==> src/rtl/energy_data_tx.sv <==
// Energy-sample serial transmitter: 4-entry FIFO feeding a UART-style framer
// (start, 8 data bits LSB first, optional even parity, stop).
module energy_data_tx #(
  parameter int CLKS_PER_BIT = 16,
  parameter bit PARITY_EN    = 1'b1
) (
  input  logic       clk,
  input  logic       rst_n,
  input  logic [7:0] sample_in,
  input  logic       sample_valid,
  output logic       sample_ready,
  input  logic       clr_ovf,
  output logic       tx,
  output logic       busy,
  output logic       overflow,
  output logic [2:0] fifo_count
);

  typedef enum logic [2:0] {IDLE, START, DATA, PARITY, STOP} state_e;

  localparam logic [9:0] LAST_CYC = 10'(CLKS_PER_BIT - 1);

  state_e      state_q, state_d;
  logic [9:0]  cyc_q, cyc_d;
  logic [2:0]  bit_q, bit_d;
  logic [7:0]  shift_q, shift_d;
  logic        par_q, par_d;
  logic        tx_q, tx_d;
  logic        busy_q, busy_d;
  logic        ovf_q, ovf_d;
  logic        rdy_en_q;
  logic [2:0]  count_q, count_d;
  logic [1:0]  wr_ptr_q, wr_ptr_d;
  logic [1:0]  rd_ptr_q, rd_ptr_d;
  logic [7:0]  mem_q [4];

  logic push, pop, bit_end;

  // Ready is held low during reset and rises on the first edge after release.
  assign sample_ready = rdy_en_q && (count_q != 3'd4);
  assign push         = sample_valid && sample_ready;
  assign bit_end      = (cyc_q == LAST_CYC);

  // NOTE: every variable gets a default first so no path leaves it unassigned and infers a latch.
  always_comb begin
    state_d = state_q;
    bit_d   = bit_q;
    shift_d = shift_q;
    par_d   = par_q;
    pop     = 1'b0;
    cyc_d   = (state_q == IDLE || bit_end) ? 10'd0 : cyc_q + 10'd1;

    case (state_q)
      IDLE: begin
        if (count_q != 3'd0) begin
          pop     = 1'b1;
          state_d = START;
        end
      end
      START: begin
        if (bit_end) begin
          state_d = DATA;
          bit_d   = 3'd0;
        end
      end
      DATA: begin
        if (bit_end) begin
          shift_d = shift_q >> 1;
          if (bit_q == 3'd7) state_d = PARITY_EN ? PARITY : STOP;
          else               bit_d   = bit_q + 3'd1;
        end
      end
      PARITY: begin
        if (bit_end) state_d = STOP;
      end
      STOP: begin
        if (bit_end) begin
          if (count_q != 3'd0) begin
            pop     = 1'b1;
            state_d = START;
          end else begin
            state_d = IDLE;
          end
        end
      end
      default: state_d = IDLE;
    endcase

    if (pop) begin
      shift_d = mem_q[rd_ptr_q];
      par_d   = ^mem_q[rd_ptr_q];
    end

    // Line level is computed for the state being entered so tx is a clean flop output.
    case (state_d)
      START:   tx_d = 1'b0;
      DATA:    tx_d = shift_d[0];
      PARITY:  tx_d = par_d;
      default: tx_d = 1'b1;
    endcase
    busy_d = (state_d != IDLE);

    count_d  = count_q + {2'b00, push} - {2'b00, pop};
    wr_ptr_d = push ? wr_ptr_q + 2'd1 : wr_ptr_q;
    rd_ptr_d = pop  ? rd_ptr_q + 2'd1 : rd_ptr_q;

    // A refused sample sets the flag even if a clear arrives on the same edge.
    if (sample_valid && !sample_ready) ovf_d = 1'b1;
    else if (clr_ovf)                  ovf_d = 1'b0;
    else                               ovf_d = ovf_q;
  end

  // NOTE: sequential state uses non-blocking assignments so all flops update together.
  always_ff @(posedge clk or negedge rst_n) begin
    if (!rst_n) begin
      state_q  <= IDLE;
      cyc_q    <= '0;
      bit_q    <= '0;
      shift_q  <= '0;
      par_q    <= 1'b0;
      tx_q     <= 1'b1;
      busy_q   <= 1'b0;
      ovf_q    <= 1'b0;
      rdy_en_q <= 1'b0;
      count_q  <= '0;
      wr_ptr_q <= '0;
      rd_ptr_q <= '0;
    end else begin
      state_q  <= state_d;
      cyc_q    <= cyc_d;
      bit_q    <= bit_d;
      shift_q  <= shift_d;
      par_q    <= par_d;
      tx_q     <= tx_d;
      busy_q   <= busy_d;
      ovf_q    <= ovf_d;
      rdy_en_q <= 1'b1;
      count_q  <= count_d;
      wr_ptr_q <= wr_ptr_d;
      rd_ptr_q <= rd_ptr_d;
    end
  end

  // NOTE: storage is not reset; an entry is only read after a push has written it.
  always_ff @(posedge clk) begin
    if (push) mem_q[wr_ptr_q] <= sample_in;
  end

  assign tx         = tx_q;
  assign busy       = busy_q;
  assign overflow   = ovf_q;
  assign fifo_count = count_q;

endmodule

==> config.mk <==
export PLATFORM = sky130hd
export DESIGN_NAME = energy_data_tx
export DESIGN_NICKNAME = d
export VERILOG_FILES = /design/src/rtl/energy_data_tx.sv
export SDC_FILE = /design/constraint.sdc
export NUM_CORES = 1
export LEC_CHECK = 0
export CAP_MARGIN = 20
export CORE_UTILIZATION = 38
export CTS_CLUSTER_SIZE = 10
export DETAILED_ROUTE_END_ITERATION = 8
export MAX_ROUTING_LAYER = met4
export PLACE_DENSITY_LB_ADDON = 0.12
export SLEW_MARGIN = 20
export SYNTH_ARGS = -nofsm -noshare
export SYNTH_HDL_FRONTEND = slang
export SYNTH_SLANG_ARGS = --single-unit
==> constraint.sdc <==
create_clock -name clk -period 4.94 [get_ports clk]
set_input_delay 0.741 -clock clk [delete_from_list [all_inputs] [get_ports clk]]
set_output_delay 0.741 -clock clk [all_outputs]
set_load 0.02 [all_outputs]
# [Word level (Yosys, flattened, before mapping)]
# Memory sizes are Yosys's and may differ from the RTL's.
# Index checks and enable logic that the tools add are counted.
[totals] ff_bits=36 inputBits=12 out_inout_bits=7 elab_cells=73 n_memories=1 ram_bits=32
[op_classes] n_mux=25 reduce_logical=15 n_addsub=6 n_eq_ne=13
[memory_table] memory="mem_q" depth=4 width=8 read_ports=1 rd_clocked_by_memory_dff=0 write_ports=1 line_no="35" source="logic [7:0] mem_q [4];"
[op_table] cell="3-bit 2-to-1 mux" count=9
[op_table] cell="8-bit 2-to-1 mux" count=3
[op_table] cell="3-bit one-hot mux with 5 select lines" count=1
[op_table] cell="3-bit by 2-bit == test with 1-bit output (second input constant)" count=4
[op_table] cell="10-bit by 1-bit adder with 10-bit output (second input constant)" count=1
[op_table] cell="10-bit by 4-bit == test with 1-bit output (second input constant)" count=1
[op_table] cell="10-bit 2-to-1 mux" count=1
[op_table] cell="1-bit 2-to-1 mux" count=8
[op_table] cell="2-bit nonzero test" count=4
[op_table] cell="8-bit parity" count=1
[op_table] cell="3-bit by 1-bit == test with 1-bit output (second input constant)" count=2
[op_table] cell="3-bit == test (second input constant)" count=2
[op_table] cell="2-bit != test (second input constant)" count=3
[op_table] cell="3-bit one-hot mux with 2 select lines" count=1
[op_table] cell="3-bit nonzero test" count=2
[op_table] cell="2-bit by 1-bit adder with 2-bit output (second input constant)" count=2
[op_table] cell="4-bit AND reduction" count=1
[op_table] cell="3-bit by 1-bit adder with 3-bit output" count=1
[op_table] cell="3-bit by 1-bit adder with 3-bit output (second input constant)" count=1
[op_table] cell="1-bit logical AND" count=3
[op_table] cell="3-bit logical NOT" count=1
[op_table] cell="3-bit != test (second input constant)" count=1
[op_table] cell="1-bit one-hot mux with 3 select lines" count=1
[op_table] cell="3-bit by 1-bit subtractor with 3-bit output" count=1
[op_table] cell="other kinds (4)" count=4

# [Logic depth before layout (Yosys ltp)]
# Gate-level depths: netlist (run 1).
[logic_depth] word_depth=6 depth_mapped=14 ltp_nobuf=12

# [Worst setup path before layout (run 1)]
# No wires, ideal clock.
[synth_timing] path_kind="register -> register" start="reg cyc_q[0]" end="reg count_q[2] (netlist: fifo_count[2])" setup_time_ps=134 period_less_slack_ps=2767 required_time_ps=4806 path_buffers=2 slack_ps=2173 path_stages_with_launch=15 t_arrival_ps=2633 cell_sequence="dfrtp_1 -> ha_1 -> and3_1 -> clkbuf_1 -> nand3_2 -> a21o_1 -> inv_1 -> buf_2 -> ha_1 -> inv_1 -> ha_1 -> inv_1 -> fa_1 -> xnor2_1 -> xnor2_1"
[synth_via] elab_chain_cells=4
[synth_rtl] element="from (decl)" line_no="24" source="logic [9:0] cyc_q, cyc_d;"
[synth_rtl] element="from (signal assigned)" line_no="130" source="cyc_q <= cyc_d;"
[synth_rtl] element="10-bit by 4-bit == test with 1-bit output" line_no="42" source="assign bit_end = (cyc_q == LAST_CYC);"
[synth_rtl] element="1-bit 2-to-1 mux" line_no="77" source="if (bit_end) begin"
[synth_rtl] element="1-bit one-hot mux with 2 select lines" line_no="53" source="case (state_q)"
[synth_rtl] element="3-bit by 1-bit subtractor with 3-bit output" line_no="103" source="count_d = count_q + {2'b00, push} - {2'b00, pop};"
[synth_rtl] element="named net count_d[2]" line_no="32" source="logic [2:0] count_q, count_d;"
[synth_rtl] element="to (signal assigned)" line_no="138" source="count_q <= count_d;"
[synth_rtl] element="to (decl)" line_no="32"
# The timed path passes the listed nets, and every way through them passes these cells.
# A chain may end at the register's enable or synchronous reset.

# [Worst setup path after layout (run 1)]
[layout_timing] start="reg cyc_q[7]" end="reg count_q[2] (netlist: fifo_count[2])"
# Same word-level chain as after synthesis.

==> reports/summary.txt, run 1 <==
commonest non-fill, non-tap cell in the layout = dfrtp_1
final worst setup slack = 1.95 ns
post-DR vias/cell = 4.84
Post-CTS Resized = 0
crit-path max cell delay = 0.43 ns
slowest CP cell = dfrtp_1
hold bufs inserted after CTS = 0
status = finished, final reports clean
power density over the cells = 565 nW/um2
worst clock skew = 0.00866 ns
hold crit path type = flop to flop
CP arrival = 3.21 ns
Tcrit/Tclk final = 60.6%
H-Tree Depth = 3
Setup WS pre-CTS = 1.94 ns
Detailed Route WL = 5140 um
Clk pin slew, worst setup/hold paths = 0.08 ns
Final GP Congestion = 0.750
Area Overhead vs Synth = 16.0%
synthesis-stage register bit count = 68
syn avg cell area = 13.8 um2
Post-Route Setup TNS = 0 ns
Syn Nets = 241
# fillers = 716
Power Total = 1.98 mW
area taken by multi-input logic gates = 1090 um2
GR Overflow Total = 0
Initial Utilization = 39.1%
Core Area = 7730 um2
cell area after synthesis = 3020 um2
layout net count = 265
final hold viol count = 0
Reg area = 1860 um2
row cnt = 32
synthesized instance count = 219
Crit path buffers/inverters = 3
fin. max-slew vios = 0
worst setup path class = flop to flop
CTS Sinks = 68
cells along the critical path = nor4_1 > nand3_2 > a21o_1 > inv_1 > ha_1 > inv_1 > ha_1 > inv_1 > fa_1 > xnor2_1 > xnor2_1
Min Hold Slack = 0.457 ns
I/O Pins = 19
first-pass GRT wire length = 8900 um
fraction of layout cells with a size suffix above 1 = 16.9%
CP endpoint kind = flop
Die W = 91.2 um
setup bufs post-CTS = 0
Ys Warns = 0
TritonCTS clock tree = built
RSZ-0062 raised after global routing = false
1st-iter DRT viols = 54
Data required, critical path = 5.16 ns
peak supply drop = 0.000201 V
top_reg_cell synth = dfrtp_1
Largest delay share family, worst path = adder cells
synth unique cells = 43
total number of vias = 1693
die area = 8320 um2
drt wl/cell = 14.7 um
Static Leak = 1.38 nW
clock latency on the worst-skew pair = 0.34 ns
Worst Tran Pin Value = 0.798 ns
max_cap viols = 0
CP most frequent cell = inv_1
clock root cell = clkbuf_8
minimum clock period = 2.99 ns
Remaining DRCs = 0
worst-path fanout max = 15
Fmax achieved = 334 MHz
initial antenna violation count = 0
post-layout util = 45.4%
endpoints failing setup = 0
commonest non-fill, non-tap cells in the layout = 35 x dfrtp_1, 32 x edfxtp_1, 20 x xnor2_1
number of flops mapped to enable cells by yosys = 32
1st-pass router iterations = 4
HPWL Detailed = 3630 um
port bufs = 18
Tot GR Track Use = 14.7%
Worst slew margin = 46.8%
number of global-route vias before repair = 1749
largest net degree at the start of global routing = 37
Routed Antenna Nets = 0
ant diodes = 0
Die Span Y = 91.2 um
Post-synth ARST share = 52.9%
Worst setup SP type = flop
clk buf depth = 2
sequential cell area fraction in the yosys report = 61.6%
cts bufs inserted = 9
-- worst paths after layout --
path	start	endpoint	slack, ns	depth (start not counted)
worst max-delay path	cyc_q[7]	fifo_count[2]	1.95	11
worst min-delay path	cyc_q[0]	cyc_q[0]	0.46	1
worst max register to register	cyc_q[7]	fifo_count[2]	1.95	11
worst min register to register	cyc_q[0]	cyc_q[0]	0.46	1
max in group asynchronous	rst_n	state_q[0]	3.94	1
min in group asynchronous	rst_n	state_q[2]	0.48	1
-- sequential cells by signal (all words and copies together), names as in the netlist --
signal,flops
mem_q,32
cyc_q,10
shift_q,8
bit_q,3
fifo_count,3
state_q,3
rd_ptr_q,2
wr_ptr_q,2
busy,1
overflow,1
par_q,1
rdy_en_q,1
tx,1
-- power by group --
group	switching (mW)	internal, mW
logic	0.316	0.346
registers	0.135	0.733
clock network	0.217	0.234
-- cells in the mapped netlist (3+ instances only) --
| library cell | n | area share [%] |
|---|---|---|
| clkbuf_1 | 4 | 0.50 |
| o21ai_0 | 9 | 1.5 |
| o31ai_1 | 3 | 0.74 |
| and3_1 | 6 | 1.2 |
| inv_1 | 13 | 1.6 |
| a221o_2 | 4 | 1.5 |
| mux2i_1 | 4 | 1.3 |
| nand2_1 | 10 | 1.2 |
| ha_1 | 9 | 3.7 |
| dfrtp_1 | 35 | 29 |
| xnor2_1 | 20 | 5.8 |
| edfxtp_1 | 32 | 32 |
| nand3_1 | 3 | 0.50 |
| and2_1 | 5 | 1.0 |
| nor2_1 | 19 | 2.4 |
| mux4_2 | 8 | 6.0 |
-- worst register-to-register path, stage by stage, from the launching register on --
cell	delay, ns
dfrtp_1	0.43
nor4_1	0.43
nand3_2	0.25
a21o_1	0.30
inv_1	0.30
ha_1	0.30
inv_1	0.05
ha_1	0.12
inv_1	0.04
fa_1	0.37
xnor2_1	0.15
xnor2_1	0.13
-- kinds of logic (layout without fill, tap and decap cells) --
group                    Yosys count  after routing  share of synthesized area, %
adder cells (fa/ha/maj)           10             10                          4.39
multiplexers                      13             13                          7.78
AND/OR/NAND/NOR                   57             57                          10.2
other                              1              1                         0.124
XOR/XNOR                          21             21                          6.08
buffers and inverters             19             48                          2.44
flip-flops                        68             68                          61.6
AO/OA/AOI/OAI                     30             30                          7.33
-- cell type report --
type / instances / area share [%]
clock buffer: 9 / 3.53
clock inverter: 7 / 2.14
multi-input combinational: 132 / 31.0
tap: 102 / 3.64
timing repair buffer: 19 / 5.21
inverter: 13 / 1.39
sequential: 68 / 53.1
-- metrics by stage --
step / cell area, um2 / instances
global placement: 3310 / 334
finish: 3510 / 350
detailed placement: 3310 / 334
global route: 3510 / 350
floorplan: 3020 / 219
CTS: 3510 / 350
-- routing by layer --
layer / vias up / wire length [um] / GRT usage, %
li1: 835 / - / -
met1: 832 / 2570 / 18.6
met2: 17 / 2360 / 21.9
met3: 9 / 122 / 4.52
met4: 0 / 93 / 5.95
met5: - / 0 / -
No activity file was read; power rests on OpenSTA's default activity.
==> inputs of run 2 (changes only) <==
==> constraint.sdc (replaced) <==
create_clock -name clk -period 2.7 [get_ports clk]
set_input_delay 0.405 -clock clk [delete_from_list [all_inputs] [get_ports clk]]
set_output_delay 0.405 -clock clk [all_outputs]
set_load 0.02 [all_outputs]
==> run 2 against run 1 <==
Against the previous run: flip-flop and latch count unchanged; critical path type unchanged; cell count increased by 2.3%; die area unchanged; first-iteration DRC count increased by 26%; worst setup slack got worse by 1.7 ns; clock skew increased by 0.00079 ns; critical path depth unchanged; fmax increased by 20%; final area increased by 2.2%; routed wire length increased by 1.9%; largest power group unchanged; sequential share of layout area decreased by 1.1 points; non-clock buffer count increased by 8.
==> reports/summary.txt, run 2 (synthesis gave the netlist of run 1 again) <==
CP arrival = 2.71 ns (was 3.21 ns)
Power Total = 3.70 mW (was 1.98 mW)
H-Tree Depth = 3 (unchanged)
Reg-to-Reg Start = cyc_q[7] (unchanged)
Clk pin slew, worst setup/hold paths = 0.08 ns (about the same)
Area Overhead vs Synth = 18.6% (was 16.0%)
Tot GR Track Use = 14.9% (was 14.7%)
cells along the critical path = nor4_2 > nand3_4 > a21o_1 > inv_1 > ha_1 > inv_1 > ha_1 > inv_1 > fa_1 > xnor2_1 > xnor2_1 (was nor4_1 > nand3_2 > a21o_1 > inv_1 > ha_1 > inv_1 > ha_1 > inv_1 > fa_1 > xnor2_1 > xnor2_1)
Die Span Y = 91.2 um (unchanged)
Post-CTS Resized = 0 (unchanged)
biggest regs = mem_q (32), cyc_q (10), shift_q (8) (unchanged)
status = finished, final reports clean (unchanged)
Worst Tran Pin Value = 0.812 ns (was 0.798 ns)
Die W = 91.2 um (unchanged)
endpoints failing setup = 0 (unchanged)
minimum clock period = 2.49 ns (was 2.99 ns)
peak supply drop = 0.000558 V (was 0.000201 V)
commonest non-fill, non-tap cells in the layout = 35 x dfrtp_1, 32 x edfxtp_1, 20 x xnor2_1 (unchanged)
CP Capture Point = fifo_count[2] (unchanged)
terminus of the critical flop-to-flop path = fifo_count[2] (unchanged)
fin. max-slew vios = 0 (unchanged)
number of global-route vias before repair = 1765 (was 1749)
Reg2Reg Depth = 11 (unchanged)
Final GP Congestion = 0.706 (was 0.750)
post-DR vias/cell = 4.90 (was 4.84)
Static Leak = 1.42 nW (was 1.38 nW)
largest net degree at the start of global routing = 37 (unchanged)
cts bufs inserted = 9 (unchanged)
GR Overflow Total = 0 (unchanged)
port bufs = 18 (unchanged)
1st-iter DRT viols = 68 (was 54)
Detailed Route WL = 5240 um (was 5140 um)
Worst setup SP type = flop (unchanged)
Worst slew margin = 45.9% (was 46.8%)
max_cap viols = 0 (unchanged)
# fillers = 711 (was 716)
Core Area = 7730 um2 (unchanged)
worst setup path class = flop to flop (unchanged)
most flop-heavy register = mem_q (unchanged)
Initial Utilization = 39.1% (unchanged)
slowest CP cell = nor4_2 (was dfrtp_1)
ant diodes = 0 (unchanged)
total number of vias = 1753 (was 1693)
row cnt = 32 (unchanged)
RSZ-0062 raised after global routing = false (unchanged)
I/O Pins = 19 (unchanged)
clk buf depth = 2 (unchanged)
clock root cell = clkbuf_8 (unchanged)
worst-path fanout max = 5 (was 15)
Remaining DRCs = 0 (unchanged)
die area = 8320 um2 (unchanged)
Fmax achieved = 402 MHz (was 334 MHz)
Largest register FFs = 32 (unchanged)
layout net count = 273 (was 265)
HPWL Detailed = 3680 um (was 3630 um)
hold bufs inserted after CTS = 0 (unchanged)
setup bufs post-CTS = 0 (unchanged)
clock latency on the worst-skew pair = 0.34 ns (about the same)
fraction of layout cells with a size suffix above 1 = 19.9% (was 16.9%)
Tcrit/Tclk final = 92.2% (was 60.6%)
initial antenna violation count = 0 (unchanged)
power density over the cells = 1030 nW/um2 (was 565 nW/um2)
CP endpoint kind = flop (unchanged)
commonest non-fill, non-tap cell in the layout = dfrtp_1 (unchanged)
TritonCTS clock tree = built (unchanged)
crit-path max cell delay = 0.46 ns (was 0.43 ns)
Crit. Startpoint = cyc_q[7] (unchanged)
Post-Route Setup TNS = 0 ns (unchanged)
drt wl/cell = 14.6 um (was 14.7 um)
hold crit path type = input port to async pin (was flop to flop)
Data required, critical path = 2.92 ns (was 5.16 ns)
first-pass GRT wire length = 8980 um (was 8900 um)
final hold viol count = 0 (unchanged)
CTS Sinks = 68 (unchanged)
setup slack, reg-to-reg = 0.21 ns (was 1.95 ns)
Routed Antenna Nets = 0 (unchanged)
CP most frequent cell = inv_1 (unchanged)
1st-pass router iterations = 4 (unchanged)
worst clock skew = 0.00945 ns (was 0.00866 ns)
==> run 2: how the worst min path moves through the flow <==
| stage | from | to | slack (ns) | cells past startpoint |
|---|---|---|---|---|
| finish | rst_n | cyc_q[8] | 0.15 | 1 |
| global route | rst_n | state_q[1] | 0.22 | 1 |
| CTS | rst_n | cyc_q[8] | 0.18 | 1 |
| detailed placement | cyc_q[0] | cyc_q[0] | 0.46 | 1 |
| global placement | cyc_q[0] | cyc_q[0] | 0.45 | 1 |
| floorplan | rst_n | bit_q[0] | 0.11 | 0 |
==> run 2: power by group <==
part           total [mW]  switching [mW]  internal, mW
clock               0.835           0.404         0.431
combinational        1.28           0.607         0.675
sequential           1.58           0.237          1.34
total                3.70            1.25          2.45
==> run 2: worst max-delay path, delay by kind of cell, from the launching register on <==
kind	cells	cell delay (ns)
flip-flops	1	0.43
buffers and inverters	3	0.18
AND/OR/NAND/NOR	2	0.56
adder cells (fa/ha/maj)	3	0.73
XOR/XNOR	2	0.28
AO/OA/AOI/OAI	1	0.18
==> run 2: metrics by stage <==
stage                     hold slack (ns)  std cells  utilization, %  area [um2]  worst slack (ns)
after floorplan                     0.109        219               -        3040           0.00357
after global placement              0.445        342            43.8        3390             0.242
after detailed placement            0.456        342            43.8        3390             0.192
after CTS                           0.181        358            46.4        3580             0.202
after global routing                0.218        358            46.4        3580            0.0646
final                               0.147        358            46.4        3580             0.210
==> run 2: cell type report <==
cell class / instances / area [um2] / area share [%]
Tap cell: 102 / 128 / 3.56
Timing Repair Buffer: 27 / 243 / 6.77
Inverter: 13 / 48.8 / 1.36
Sequential cell: 68 / 1860 / 52.0
Clock inverter: 7 / 75.1 / 2.09
Clock buffer: 9 / 124 / 3.46
Multi-Input combinational cell: 132 / 1100 / 30.8
==> run 2: layer usage <==
metal | wire length [um] | GRT usage (%)
met5 | 0 | -
met2 | 2490 | 21.7
met3 | 197 | 5.03
met4 | 57 | 5.16
met1 | 2490 | 19.5
==> inputs of run 3 (changes only) <==
==> constraint.sdc (replaced) <==
create_clock -name clk -period 2.5 [get_ports clk]
set_input_delay 0.375 -clock clk [delete_from_list [all_inputs] [get_ports clk]]
set_output_delay 0.375 -clock clk [all_outputs]
set_load 0.02 [all_outputs]
==> run 3 against run 2 <==
Against the previous run: first-iteration DRC count fell by 12%; total power rose by 16%; hold slack got worse by 0.028 ns; via count fell by 0.40%; cell count rose by 1.4%; critical endpoint unchanged; largest power group unchanged; highest routed layer unchanged.
==> reports/summary.txt, run 3 (synthesis gave the netlist of run 1 again) <==
initial antenna violation count = 0 (unchanged)
power density over the cells = 1150 nW/um2 (was 1030 nW/um2)
Die W = 91.2 um (unchanged)
port bufs = 18 (unchanged)
Sw Ratio = 32.1% (was 33.8%)
clk buf depth = 2 (unchanged)
hold bufs inserted after CTS = 0 (unchanged)
RSZ-0062 raised after global routing = false (unchanged)
layout net count = 278 (was 273)
Remaining DRCs = 0 (unchanged)
endpoints failing setup = 0 (unchanged)
post-DR vias/cell = 4.81 (was 4.90)
most flop-heavy register = mem_q (unchanged)
Tcrit/Tclk final = 92.5% (was 92.2%)
row cnt = 32 (unchanged)
CTS Sinks = 68 (unchanged)
CP arrival = 2.54 ns (was 2.71 ns)
combinational share of power = 34.8% (was 34.7%)
fin area = 3720 um2 (was 3580 um2)
total number of vias = 1746 (was 1753)
first-pass GRT wire length = 8630 um (was 8980 um)
die area = 8320 um2 (unchanged)
Routed Antenna Nets = 0 (unchanged)
GR Overflow Total = 0 (unchanged)
setup bufs post-CTS = 0 (unchanged)
Fmax achieved = 433 MHz (was 402 MHz)
Post-Route Setup TNS = 0 ns (unchanged)
Worst Tran Pin Value = 0.822 ns (was 0.812 ns)
Power Total = 4.27 mW (was 3.70 mW)
Area Overhead vs Synth = 23.2% (was 18.6%)
Largest register FFs = 32 (unchanged)
worst setup path class = flop to flop (unchanged)
peak supply drop = 0.000422 V (was 0.000558 V)
Tot GR Track Use = 14.3% (was 14.9%)
fin. max-slew vios = 0 (unchanged)
commonest non-fill, non-tap cells in the layout = 35 x dfrtp_1, 32 x edfxtp_1, 19 x nor2_1, 19 x xnor2_1, 17 x clkdlybuf4s50_1 (was 35 x dfrtp_1, 32 x edfxtp_1, 20 x xnor2_1)
Worst setup SP type = flop (unchanged)
final hold viol count = 0 (unchanged)
max_cap viols = 0 (unchanged)
Clk pin slew, worst setup/hold paths = 0.08 ns (about the same)
Detailed Route WL = 5150 um (was 5240 um)
worst-path fanout max = 5 (unchanged)
number of global-route vias before repair = 1771 (was 1765)
I/O Pins = 19 (unchanged)
Worst slew margin = 45.2% (was 45.9%)
clock latency on the worst-skew pair = 0.35 ns (was 0.34 ns)
worst clock skew = 0.0110 ns (was 0.00945 ns)
1st-pass router iterations = 4 (unchanged)
Data required, critical path = 2.73 ns (was 2.92 ns)
1st-iter DRT viols = 60 (was 68)
HPWL Detailed = 3520 um (was 3680 um)
P_int = 2.90 mW (was 2.45 mW)
Final GP Congestion = 0.769 (was 0.706)
commonest non-fill, non-tap cell in the layout = dfrtp_1 (unchanged)
CP endpoint kind = flop (unchanged)
ant diodes = 0 (unchanged)
Core Area = 7730 um2 (unchanged)
minimum clock period = 2.31 ns (was 2.49 ns)
clock root cell = clkbuf_8 (unchanged)
Die Span Y = 91.2 um (unchanged)
H-Tree Depth = 3 (unchanged)
status = finished, final reports clean (unchanged)
setup slack, reg-to-reg = 0.19 ns (was 0.21 ns)
largest net degree at the start of global routing = 37 (unchanged)
biggest regs = mem_q (32), cyc_q (10), shift_q (8) (unchanged)
Initial Utilization = 39.1% (unchanged)
DP Area = 3470 um2 (was 3390 um2)
Clk pwr share = 26.2% (was 22.6%)
Net Switching = 1.37 mW (was 1.25 mW)
hold crit path type = input port to async pin (unchanged)
Seq pwr share = 39.0% (was 42.7%)
Post-CTS Resized = 0 (unchanged)
Static Leak = 1.48 nW (was 1.42 nW)
cts bufs inserted = 9 (unchanged)
drt wl/cell = 14.2 um (was 14.6 um)
fraction of layout cells with a size suffix above 1 = 25.3% (was 19.9%)
# fillers = 687 (was 711)
TritonCTS clock tree = built (unchanged)
## run 3: cell types whose count changed in the layout (fill, tap and decap cells not counted), sizes merged
cell	delta
bufinv	+2
buf	+5
clkinvlp	-2
inv	-2
clkinv	+2
## run 3: area by class of cell
type	count	area, um2	share of cell area [%]
clock buffer	9	124	3.33
sequential	68	1860	50.0
clock inverter	7	125	3.36
multi-input combinational	132	1150	31.0
tap	102	128	3.43
timing repair buffer	32	280	7.53
inverter	13	48.8	1.31
## run 3: final timing paths
| check | to | startpoint | cells after the start |
|---|---|---|---|
| max reg2reg | fifo_count[2] | cyc_q[7] | 11 |
| min | cyc_q[2] | rst_n | 1 |
| min reg2reg | cyc_q[0] | cyc_q[0] | 1 |
| min in group clk | cyc_q[0] | cyc_q[0] | 1 |
| max | fifo_count[2] | cyc_q[7] | 11 |
| max in group asynchronous | fifo_count[1] | rst_n | 1 |
## run 3: power groups by stage
stage	Combinational (mW)	Clock (mW)	Sequential, mW
after CTS	1.52	1.14	1.67
after global placement	1.50	0	1.69
after detailed placement	1.52	0	1.69
after floorplan	1.11	0	1.66
final	1.49	1.12	1.66
after global routing	1.65	1.20	1.71
## run 3: layer usage
layer | vias to the layer above | global-route usage (%) | routed length (um)
li1 | 866 | - | -
met1 | 848 | 17.8 | 2490
met2 | 24 | 21.8 | 2440
met3 | 8 | 4.52 | 156
met4 | 0 | 5.56 | 66
met5 | - | - | 0
## run 3: metrics by stage
step,util [%],hold slack [ns],std cells,worst slack [ns]
2_1_floorplan,-,0.0794,219,-0.0141
3_3_place_gp,45.0,0.445,347,0.209
3_5_place_dp,45.0,0.460,347,0.177
4_1_cts,48.2,0.151,363,0.166
5_1_grt,48.2,0.176,363,0.0734
6_report,48.2,0.118,363,0.188
## run 3: worst max-delay path, stage by stage (launching register included)
cell	delay, ns
dfrtp_1	0.44
nor4_4	0.37
nand3_4	0.11
a21o_1	0.19
inv_2	0.07
ha_4	0.19
inv_2	0.05
ha_4	0.11
inv_2	0.03
fa_2	0.36
xnor2_2	0.14
xnor2_1	0.12
